### src/rtl/spilling_uc.sv
// Control unit for the three-sensor ultrasonic measure-and-report cycle.
// Measures all sensors once, then transmits 3 sensors x 4 characters over the serial link.
package spilling_uc_pkg;

    typedef enum logic [3:0] {
        ST_INICIAL        = 4'd0,
        ST_PREPARACAO     = 4'd1,
        ST_ESPERA         = 4'd2,
        ST_MEDE           = 4'd3,
        ST_AGUARDA_MEDIDA = 4'd4,
        ST_CARREGA        = 4'd5,
        ST_TRANSMITE      = 4'd6,
        ST_ESPERA_TX      = 4'd7,
        ST_PROXIMO_CHAR   = 4'd8,
        ST_PROXIMO_SENSOR = 4'd9,
        ST_FIM            = 4'd10
    } state_t;

    typedef struct packed {
        logic zera_sensor;
        logic zera_serial;
        logic zera_seg;
        logic zera_2;
        logic zera_3;
        logic zera_disc;
        logic zera_servos;
        logic cont_seg;
        logic cont_2;
        logic cont_3;
        logic medir;
        logic partida_tx;
        logic carrega_disc;
        logic fim_ciclo;
    } ctrl_t;

endpackage

module spilling_uc
    import spilling_uc_pkg::*;
(
    input  logic       clock,
    input  logic       reset,
    input  logic       ligar,
    input  logic       pronto_seg,
    input  logic       pronto_serial,
    input  logic [1:0] Q_2,
    input  logic [1:0] Q_3,
    output logic       zera_sensor,
    output logic       zera_serial,
    output logic       zera_seg,
    output logic       zera_2,
    output logic       zera_3,
    output logic       zera_disc,
    output logic       zera_servos,
    output logic       cont_seg,
    output logic       cont_2,
    output logic       cont_3,
    output logic       medir,
    output logic       partida_tx,
    output logic       carrega_disc,
    output logic       fim_ciclo,
    output logic [3:0] db_estado
);

    state_t state_r;
    state_t next_s;
    ctrl_t  ctrl_s;
    ctrl_t  ctrl_r;

    // State register
    always_ff @(posedge clock or negedge reset) begin
        if (!reset) begin
            state_r <= ST_INICIAL;
        end else begin
            state_r <= next_s;
        end
    end

    // Next-state logic; unused codes fall back to inicial
    always_comb begin
        next_s = ST_INICIAL;
        case (state_r)
            ST_INICIAL:        next_s = ligar ? ST_PREPARACAO : ST_INICIAL;
            ST_PREPARACAO:     next_s = ST_ESPERA;
            ST_ESPERA: begin
                if (!ligar) begin
                    next_s = ST_INICIAL;
                end else if (pronto_seg) begin
                    next_s = ST_MEDE;
                end else begin
                    next_s = ST_ESPERA;
                end
            end
            ST_MEDE:           next_s = ST_AGUARDA_MEDIDA;
            ST_AGUARDA_MEDIDA: next_s = pronto_seg ? ST_CARREGA : ST_AGUARDA_MEDIDA;
            ST_CARREGA:        next_s = ST_TRANSMITE;
            ST_TRANSMITE:      next_s = ST_ESPERA_TX;
            ST_ESPERA_TX:      next_s = pronto_serial ? ST_PROXIMO_CHAR : ST_ESPERA_TX;
            ST_PROXIMO_CHAR: begin
                if (Q_3 != 2'd3) begin
                    next_s = ST_TRANSMITE;
                end else if (Q_2 != 2'd2) begin
                    next_s = ST_PROXIMO_SENSOR;
                end else begin
                    next_s = ST_FIM;
                end
            end
            ST_PROXIMO_SENSOR: next_s = ST_TRANSMITE;
            ST_FIM:            next_s = ligar ? ST_ESPERA : ST_INICIAL;
            default:           next_s = ST_INICIAL;
        endcase
    end

    // Output decode of the upcoming state, so registered outputs line up with state_r
    always_comb begin
        ctrl_s = '0;
        case (next_s)
            ST_PREPARACAO: begin
                ctrl_s.zera_sensor = 1'b1;
                ctrl_s.zera_serial = 1'b1;
                ctrl_s.zera_seg    = 1'b1;
                ctrl_s.zera_2      = 1'b1;
                ctrl_s.zera_3      = 1'b1;
                ctrl_s.zera_disc   = 1'b1;
                ctrl_s.zera_servos = 1'b1;
            end
            ST_ESPERA:         ctrl_s.cont_seg = 1'b1;
            ST_MEDE: begin
                ctrl_s.medir    = 1'b1;
                ctrl_s.zera_seg = 1'b1;
            end
            ST_AGUARDA_MEDIDA: ctrl_s.cont_seg = 1'b1;
            ST_CARREGA: begin
                ctrl_s.carrega_disc = 1'b1;
                ctrl_s.zera_2       = 1'b1;
                ctrl_s.zera_3       = 1'b1;
                ctrl_s.zera_seg     = 1'b1;
            end
            ST_TRANSMITE:      ctrl_s.partida_tx = 1'b1;
            ST_PROXIMO_CHAR:   ctrl_s.cont_3 = 1'b1;
            ST_PROXIMO_SENSOR: ctrl_s.cont_2 = 1'b1;
            ST_FIM: begin
                ctrl_s.fim_ciclo = 1'b1;
                ctrl_s.zera_seg  = 1'b1;
            end
            default:           ctrl_s = '0;
        endcase
    end

    // Output register, cleared together with the state
    always_ff @(posedge clock or negedge reset) begin
        if (!reset) begin
            ctrl_r <= '0;
        end else begin
            ctrl_r <= ctrl_s;
        end
    end

    assign zera_sensor  = ctrl_r.zera_sensor;
    assign zera_serial  = ctrl_r.zera_serial;
    assign zera_seg     = ctrl_r.zera_seg;
    assign zera_2       = ctrl_r.zera_2;
    assign zera_3       = ctrl_r.zera_3;
    assign zera_disc    = ctrl_r.zera_disc;
    assign zera_servos  = ctrl_r.zera_servos;
    assign cont_seg     = ctrl_r.cont_seg;
    assign cont_2       = ctrl_r.cont_2;
    assign cont_3       = ctrl_r.cont_3;
    assign medir        = ctrl_r.medir;
    assign partida_tx   = ctrl_r.partida_tx;
    assign carrega_disc = ctrl_r.carrega_disc;
    assign fim_ciclo    = ctrl_r.fim_ciclo;
    assign db_estado    = state_r;

endmodule

### config.mk
export PLATFORM = sky130hd
export DESIGN_NAME = spilling_uc
export DESIGN_NICKNAME = d
export VERILOG_FILES = /design/src/rtl/spilling_uc.sv
export SDC_FILE = /design/constraint.sdc
export NUM_CORES = 1
export LEC_CHECK = 0
export BUFFER_PORTS_ARGS = -buffer_cell sky130_fd_sc_hd__buf_4
export CAP_MARGIN = 5
export CELL_PAD_IN_SITES_DETAIL_PLACEMENT = 0
export CELL_PAD_IN_SITES_GLOBAL_PLACEMENT = 1
export CORE_MARGIN = 3
export CORE_UTILIZATION = 30
export DETAILED_ROUTE_END_ITERATION = 10
export PLACE_DENSITY_LB_ADDON = 0.1
export RECOVER_POWER = 100
export SLEW_MARGIN = 10
export SYNTH_ARGS = -nofsm -noshare
export SYNTH_HDL_FRONTEND = slang
export SYNTH_SLANG_ARGS = --single-unit
### constraint.sdc
create_clock -name clock -period 1.8 [get_ports clock]
set_input_delay 0.09 -clock clock [delete_from_list [all_inputs] [get_ports clock]]
set_output_delay 0.09 -clock clock [all_outputs]
set_load 0.01 [all_outputs]
* Yosys cells after proc, flatten, opt, wreduce, memory -nomap -nowiden
Cells that the tools add are included.
W data, S select, Z words.
** Cells by class
- Equality and inequality tests :: 21
- Mux-type cells :: 19
- Reduce and logical (&&, ||, !) cells :: 5
** Operators with widths (count)
- $pmux W4 S10 :: 1
- $eq A4 B3 Y1 const B :: 7
- $eq A4 B4 Y1 const B :: 6
- $eq A4 B2 Y1 const B :: 4
- $mux W1 :: 11
- $mux W2 :: 5
- $eq A4 B1 Y1 const B :: 2
- $mux W4 :: 2
- $reduce_or A2 Y1 :: 3
- $logic_not A4 Y1 :: 1
- $ne A2 B2 Y1 const B :: 2
- $reduce_or A4 Y1 :: 1
** Word-level totals
- Register bits after elaboration :: 16
- Input bits :: 9
- Output and inout bits :: 18
- Word-level logic and storage cells :: 58

* Depth between registers and ports, before layout
Gate-level depths: netlist of the first run.
- Word-level depth :: 7
- Depth in mapped cells :: 6
- Mapped depth without buffers :: 5

* Worst setup path before layout of the first run
OpenSTA, ideal clock, no wires.
- Path kind :: register to register
- Start point :: register state_r[0] (netlist: db_estado[0])
- End point :: register ctrl_r, in the netlist zera_seg
- Library setup time :: 0.122 ns
- Arrival :: 1.485 ns
- Data required time :: 1.678 ns
- Path slack :: 0.193 ns
- Cell stages (with the launch flop) :: 5
- Path buffers :: 0
- Period minus slack after synthesis :: 1.607 ns
- Cells stage by stage :: dfrtp_1 or4b_4 nor3b_4 nor2_2 a32o_1
** RTL lines
- from (decl) :: line 65 : state_t state_r;
- from (signal assigned) :: line 75 : state_r <= next_s;
- to (signal assigned) :: line 155 : ctrl_r <= ctrl_s;
- to (decl) :: line 68 : ctrl_t ctrl_r;

==> summary.md, run 1 <==
| Metric | Value |
|---|---|
| Setup repair after global routing missed its margin | `false` |
| Pin slew with the least headroom to its limit | `0.768 ns` |
| Power share of the sequential group | `0.308` |
| Cell type with the highest aggregate area in the netlist | `sky130_fd_sc_hd__dfrtp_1` |
| Synthesized instance count | `72` |
| Number of antenna violations at the first check in global routing | `0` |
| Instance count after placement with tap cells included | `124` |
| Setup TNS | `0 ns` |
| Height of the chip | `around 55 um` |
| Largest incremental delay on the critical path | `approximately 0.53 ns` |
| Clock H-tree levels | `1` |
| Root Driver | `sky130_fd_sc_hd__clkbuf_4` |
| Max-slew violation count | `0` |
| Dominant cell by count in the synthesized netlist | `sky130_fd_sc_hd__dfrtp_1` |
| Worst Hold Class | `in2reg` |
| R2R cell count | `4` |
| Final Non-Filler Cells | `129` |
| Number of buffers added on ports | `26` |
| # DRC | `0` |
| Total number of placement rows | `17` |
| Worst vdd ir | `just over 0.7 mV` |
| Relative slew margins | `0.488` |
| Pin count of the biggest net entering global routing | `15` |
| End-of-flow core utilization | `0.413` |
| Area of the die | `approximately 0.0031 mm^2` |
| Initial cell density of the core | `0.325` |
| Combinational Power Share | `0.540` |
| Arrival time at the worst endpoint | `between 1.5 and 2 ns` |
| Fraction of the yosys area taken by sequential cells | `0.478` |
| Post-layout minimum cycle time | `1.68 ns` |
| Post-route setup slack | `0.116 ns` |
| Antenna cell count | `0` |
| Tightest hold margin | `0.0577 ns` |
| Crit-path cells | `or4b_4 -> nor3b_4 -> nor2_1 -> a32o_1` |
| Aggregate global-route resource usage | `0.129` |
| Leading post-synthesis cells by instance count | `sky130_fd_sc_hd__dfrtp_1 (14), sky130_fd_sc_hd__buf_4 (7), sky130_fd_sc_hd__nor2_1 (5)` |
| Total internal power | `0.875 mW` |
| # Max-Cap Violations | `0` |
| Post-detail-place hpwl | `approximately 1.4 mm` |
| DP Worst Slack | `0.149 ns` |
| Total cell area at the placement stage | `~950 um^2` |
| Final Hold Vio Count | `0` |
| Placeable core region | `roughly 0.0023 mm^2` |
| Clock skew | `0.00529 ns` |
| Number of logic stages on the critical path including buffering | `4` |
| Leakage power of the design | `approximately 0.42 nW` |
| Total non-filler cell area in the finished layout | `931 um^2` |
| Area growth from synthesis to layout | `27.0%` |
| Fraction of power consumed by the clock network | `0.152` |
| Area share of the largest cell type after synthesis | `0.478` |
| Clock buffers created by TritonCTS | `3` |
| Launch point of the worst path | `db_estado[3]` |
| Share of cells above drive strength 1 | `0.238` |
| Number of flops mapped to enable cells by yosys | `0` |
| Crit Reg-Reg Startpoint | `db_estado[3]` |
| Cell at the slowest stage of the critical path | `sky130_fd_sc_hd__or4b_4` |
| Number of buffers on the longest clock path | `2` |
| Post-CTS setup repair buffer count | `0` |
| Capture point of the worst path | `zera_seg` |
| Number of warnings printed during yosys synthesis | `0` |
| Number of buffers and inverters on the critical path | `0` |
| Maximum fanout encountered on the critical timing path | `7` |
| Power consumption | `1.51 mW` |
| Sw power | `0.636 mW` |
| Number of filler cells placed in the layout | `262` |
| Detailed Routing Iterations Pass 1 | `4` |
| Clock insertion delay at the later pin of the skew report | `roughly 0.28 ns` |
| Async set-reset flop share out of synthesis | `1.00` |
| Residual overflow from global routing | `0` |
| Worst reg2reg path endpoint | `zera_seg` |
| Largest cells by area after synthesis | `sky130_fd_sc_hd__dfrtp_1 (48%), sky130_fd_sc_hd__buf_4 (7.2%), sky130_fd_sc_hd__o22ai_1 (3.4%), sky130_fd_sc_hd__mux2i_1 (2.7%), sky130_fd_sc_hd__a31oi_1 (2.6%)` |
| Count of unique library cells instantiated by Yosys | `32` |
| Starting DRT DRC Count | `15` |
| Vias after detailed routing | `roughly 650` |
| Register Area | `around 350 um^2` |
| Net Count, Synth | `81` |
| Final routed wirelength across all metal layers | `1.85 mm` |
| Setup-failing EPs final | `0` |
| Sw frac | `0.421` |
| Post-detailed-route count of antenna-violating nets | `0` |
| Primary FF master, synth | `sky130_fd_sc_hd__dfrtp_1` |
| Average cell area after synthesis | `between 10 and 15 um^2` |
| First-pass GRT wire length | `3.08 mm` |
| Footprint of the multi-input gates | `319 um^2` |
| DR vias/cell | `between 5 and 6` |
| Upper clock frequency limit | `594 MHz` |
| Final weighted congestion of routability-driven global placement | `roughly 0.84` |
| Category of the critical setup timing path | `reg2reg` |
| R2r setup slk | `around 0.12 ns` |
| CTS sink cnt | `14` |
| DIE WIDTH | `between 50 and 60 um` |
| Status | `finished, final reports clean` |
| Number of nets at the end of the flow | `111` |
| Largest delay share family, worst path | `simple AND/OR/NAND/NOR gates` |
| WL per Instance | `14.3 um` |
| Register bit total from synthesis | `14` |
| Clock-pin transition on the worst setup and hold timing paths | `0.09 ns` |
| Critical Path RT | `1.97 ns` |
| Power density over the cells | `between 1500 and 2000 mW/mm^2` |
| Endpoint class of the critical path | `register` |
| TritonCTS clock tree | `built` |
| Number of global-route vias before repair | `613` |
| Area of the mapped netlist | `733 um^2` |
| Critical path launch point type | `register` |
| Count of pins on the block boundary | `27` |
| Share of the cycle needed by the critical path after routing | `0.935` |
## layout by cell type, fill, tap and decap left out, drive strengths merged, types with 2 or more instances in the layout
cell type,instances
a21oi,2
a2bb2oi,2
a31oi,3
and3,2
buf,14
clkbuf,22
dfrtp,14
inv,2
mux2i,2
nand2,5
nand2b,2
nor2,6
nor2b,2
nor3,4
nor4,2
o22ai,4
## worst min path at each step
stage,start,to,slack (ns),cells after the start
6_report,pronto_seg,medir,0.06,3
5_1_grt,pronto_seg,medir,0.05,3
4_1_cts,pronto_seg,medir,0.05,3
3_5_place_dp,reset,zera_disc,-0.05,1
3_3_place_gp,reset,zera_disc,-0.05,1
2_1_floorplan,reset,carrega_disc,-0.21,0
## power by group through the flow
stage / clock, mW / sequential, mW / combinational (mW)
2_1_floorplan: 0 / 0.511 / 0.535
3_3_place_gp: 0 / 0.472 / 0.915
3_5_place_dp: 0 / 0.475 / 0.895
4_1_cts: 0.236 / 0.469 / 0.903
5_1_grt: 0.256 / 0.481 / 0.894
6_report: 0.230 / 0.465 / 0.816
## final cells by class
type                       count  share of cell area
sequential                    14               0.376
multi-input combinational     48               0.343
timing repair buffer          33               0.196
clock buffer                   4              0.0390
tap                           28              0.0376
inverter                       2             0.00806
## layer usage
layer / part of all wire / wire length (um) / global-route usage
met1: 0.45 / 822 / 0.179
met2: 0.45 / 838 / 0.177
met3: 0.089 / 164 / 0.0421
met4: 0.010 / 19 / 0.0625
met5: 0 / 0 / 0
## what timing repair did
action,4_1_cts,5_1_grt
endpoints found under the setup margin,0,1
gates resized for setup,0,1
endpoints found under the hold margin,14,0
hold buffers,1,0
## kinds of logic (layout without fill, tap and decap cells)
family / Yosys count / count (layout) / share of synthesized area
flip-flops: 14 / 14 / 0.478
AO/OA/AOI/OAI: 14 / 14 / 0.128
XOR/XNOR: 1 / 1 / 0.0119
multiplexers: 2 / 2 / 0.0273
buffers and inverters: 10 / 39 / 0.0887
AND/OR/NAND/NOR: 31 / 31 / 0.266
## state kept, by name, summed over array words and instances (netlist names)
signal	count
fim_ciclo	1
medir	1
db_estado	4
cont_seg	1
zera_2	1
zera_seg	1
partida_tx	1
cont_2	1
carrega_disc	1
cont_3	1
zera_disc	1
## worst min-delay path, stage by stage
cell and delay (ns):
sky130_fd_sc_hd__buf_4 0.12, sky130_fd_sc_hd__nand2_1 0.06, sky130_fd_sc_hd__nor3_1 0.04
(Power assumes the default switching activity.)
==> run 2, diff against run 1 <==
Settings changed: CELL_PAD_IN_SITES_DETAIL_PLACEMENT 0 to default, CELL_PAD_IN_SITES_GLOBAL_PLACEMENT 1 to default, PLACE_DENSITY_LB_ADDON 0.1 to default.
Clock period 1.8 ns to 2.1 ns, I/O delays scaled along.
==> run 2 against run 1 <==
Compared with the run above: cell count fell by 3.1%; wire length fell by 10%; core utilization fell by 1.8 points; largest power group unchanged.
==> summary.md, run 2 (synthesis gave the netlist of run 1 again) <==
| Metric | Value |
|---|---|
| Endpoint class of the critical path | `register` |
| CTS sink cnt | `14 (unchanged)` |
| Number of nets at the end of the flow | `107 (-3.6%)` |
| Share of cells above drive strength 1 | `0.186 (-0.0521)` |
| Pin count of the biggest net entering global routing | `16 (+1)` |
| Final routed wirelength across all metal layers | `1.66 mm (-10%)` |
| # DRC | `0 (unchanged)` |
| Aggregate global-route resource usage | `0.119 (-0.00955)` |
| End-of-flow core utilization | `0.395 (-0.0183)` |
| Number of buffers on the longest clock path | `2 (unchanged)` |
| Clock insertion delay at the later pin of the skew report | `0.28 ns (about the same)` |
| Final Non-Filler Cells | `125 (-3.1%)` |
| Leakage power of the design | `0.396 nW (-6.5%)` |
| Critical path launch point type | `register` |
| Height of the chip | `55.4 um (unchanged)` |
| Residual overflow from global routing | `0 (unchanged)` |
| Number of buffers added on ports | `26 (unchanged)` |
| Critical Path RT | `2.27 ns (+0.30 ns)` |
| Instance count after placement with tap cells included | `120 (-3.2%)` |
| TritonCTS clock tree | `built` |
| Maximum fanout encountered on the critical timing path | `15 (+8)` |
| Relative slew margins | `0.519 (+0.0316)` |
| DIE WIDTH | `55.4 um (unchanged)` |
| Worst vdd ir | `0.597 mV (-17%)` |
| Root Driver | `sky130_fd_sc_hd__clkbuf_4` |
| Top library cells by usage in the layout, fill and taps aside | `sky130_fd_sc_hd__clkbuf_1 (19), sky130_fd_sc_hd__dfrtp_1 (14), sky130_fd_sc_hd__buf_4 (9)` |
| Post-detail-place hpwl | `1.30 mm (-9.1%)` |
| Vias after detailed routing | `635 (-2.8%)` |
| Upper clock frequency limit | `543 MHz (-8.6%)` |
| Clock-pin transition on the worst setup and hold timing paths | `0.08 ns (about the same)` |
| Max-slew violation count | `0 (unchanged)` |
| Arrival time at the worst endpoint | `2.02 ns (+0.16 ns)` |
| Crit-path cells | `or4b_1 -> nor3b_4 -> nor2_1 -> a32o_1` |
| Number of antenna violations at the first check in global routing | `0 (unchanged)` |
| Clock skew | `0.00753 ns (+0.00224 ns)` |
| Category of the critical setup timing path | `reg2reg` |
| WL per Instance | `13.3 um (-7.1%)` |
| Antenna cell count | `0 (unchanged)` |
| Cell at the slowest stage of the critical path | `sky130_fd_sc_hd__or4b_1` |
| Final Hold Vio Count | `0 (unchanged)` |
| Clock H-tree levels | `1 (unchanged)` |
| Worst Hold Class | `in2reg` |
| Number of global-route vias before repair | `593 (-3.3%)` |
| Starting DRT DRC Count | `34 (+19)` |
| Area growth from synthesis to layout | `21.3%` |
| Status | `finished, final reports clean` |
| Count of pins on the block boundary | `27 (unchanged)` |
| DR vias/cell | `5.08 (+0.36%)` |
| Area of the die | `0.00307 mm^2 (unchanged)` |
| Largest delay share family, worst path | `simple AND/OR/NAND/NOR gates` |
| First-pass GRT wire length | `2.86 mm (-7.0%)` |
| # Max-Cap Violations | `0 (unchanged)` |
| Largest incremental delay on the critical path | `0.62 ns (+0.09 ns)` |
| Largest register FFs | `4 (unchanged)` |
| Clock buffers created by TritonCTS | `3 (unchanged)` |
| Most common library cell in the layout ignoring fill and taps | `sky130_fd_sc_hd__clkbuf_1` |
| Post-CTS Resized | `0 (unchanged)` |
| Setup-failing EPs final | `0 (unchanged)` |
| Share of the cycle needed by the critical path after routing | `0.877 (-0.0582)` |
| Placeable core region | `0.00225 mm^2 (unchanged)` |
| Total number of placement rows | `17 (unchanged)` |
| Final weighted congestion of routability-driven global placement | `0.733 (-13%)` |
| Post-detailed-route count of antenna-violating nets | `0 (unchanged)` |
| Power density over the cells | `1370 mW/mm^2 (-16%)` |
| Initial cell density of the core | `0.325 (unchanged)` |
| Detailed Routing Iterations Pass 1 | `4 (unchanged)` |
| Setup TNS | `0 ns (unchanged)` |
| Post-layout minimum cycle time | `1.84 ns (+0.158 ns)` |
| Setup repair after global routing missed its margin | `false` |
| Pin slew with the least headroom to its limit | `0.721 ns (-0.0473 ns)` |
| Number of buffers and inverters on the critical path | `0 (unchanged)` |
| R2r setup slk | `0.26 ns (+0.14 ns)` |
==> run 2: repair_timing <==
action | CTS | global route
hold endpoints to repair | 14 | 0
buffers inserted | 0 | 0
hold buffers | 1 | 0
==> run 2: area by class of cell <==
| cell class | instances | area, um^2 |
|---|---|---|
| timing repair buffer | 29 | 149 |
| clock buffer | 4 | 36.3 |
| sequential | 14 | 350 |
| fill | 260 | 1370 |
| inverter | 2 | 7.51 |
| tap | 28 | 35.0 |
| multi-input combinational | 48 | 312 |
==> run 2: per-layer routing <==
layer	global-route usage	part of all wire
met1	0.148	0.44
met2	0.184	0.46
met3	0.0304	0.073
met4	0.0729	0.019
met5	0	0
==> run 2: worst paths after layout <==
kind,startpoint,end,cells after the start
setup reg to reg,db_estado[2],zera_seg,4
hold / removal,pronto_seg,medir,3
setup / recovery,db_estado[2],zera_seg,4
min in group asynchronous,reset,db_estado[3],2
hold reg to reg,db_estado[3],medir,2
max in group asynchronous,reset,zera_disc,2
==> run 2: per-stage QoR <==
| step | power (mW) | hold WS [ns] | instance area (um^2) | setup slack, ns |
|---|---|---|---|---|
| floorplan | 0.897 | -0.191 | 733 | 0.493 |
| global placement | 1.12 | -0.0385 | 921 | 0.370 |
| detailed placement | 1.12 | -0.0366 | 921 | 0.342 |
| CTS | 1.32 | 0.0653 | 967 | 0.327 |
| global route | 1.32 | 0.0711 | 890 | 0.0906 |
| finish | 1.22 | 0.0746 | 890 | 0.258 |
==> run 2: power by group <==
| part | leakage [nW] | total [mW] | switching (mW) | internal, mW |
|---|---|---|---|---|
| clock | 0.0210 | 0.187 | 0.0815 | 0.105 |
| combinational | 0.191 | 0.591 | 0.347 | 0.243 |
| sequential | 0.184 | 0.441 | 0.0915 | 0.349 |
==> run 2: worst min-delay path: stages <==
cell and delay (ns):
sky130_fd_sc_hd__buf_4 0.12, sky130_fd_sc_hd__nand2_1 0.05, sky130_fd_sc_hd__nor3_1 0.04
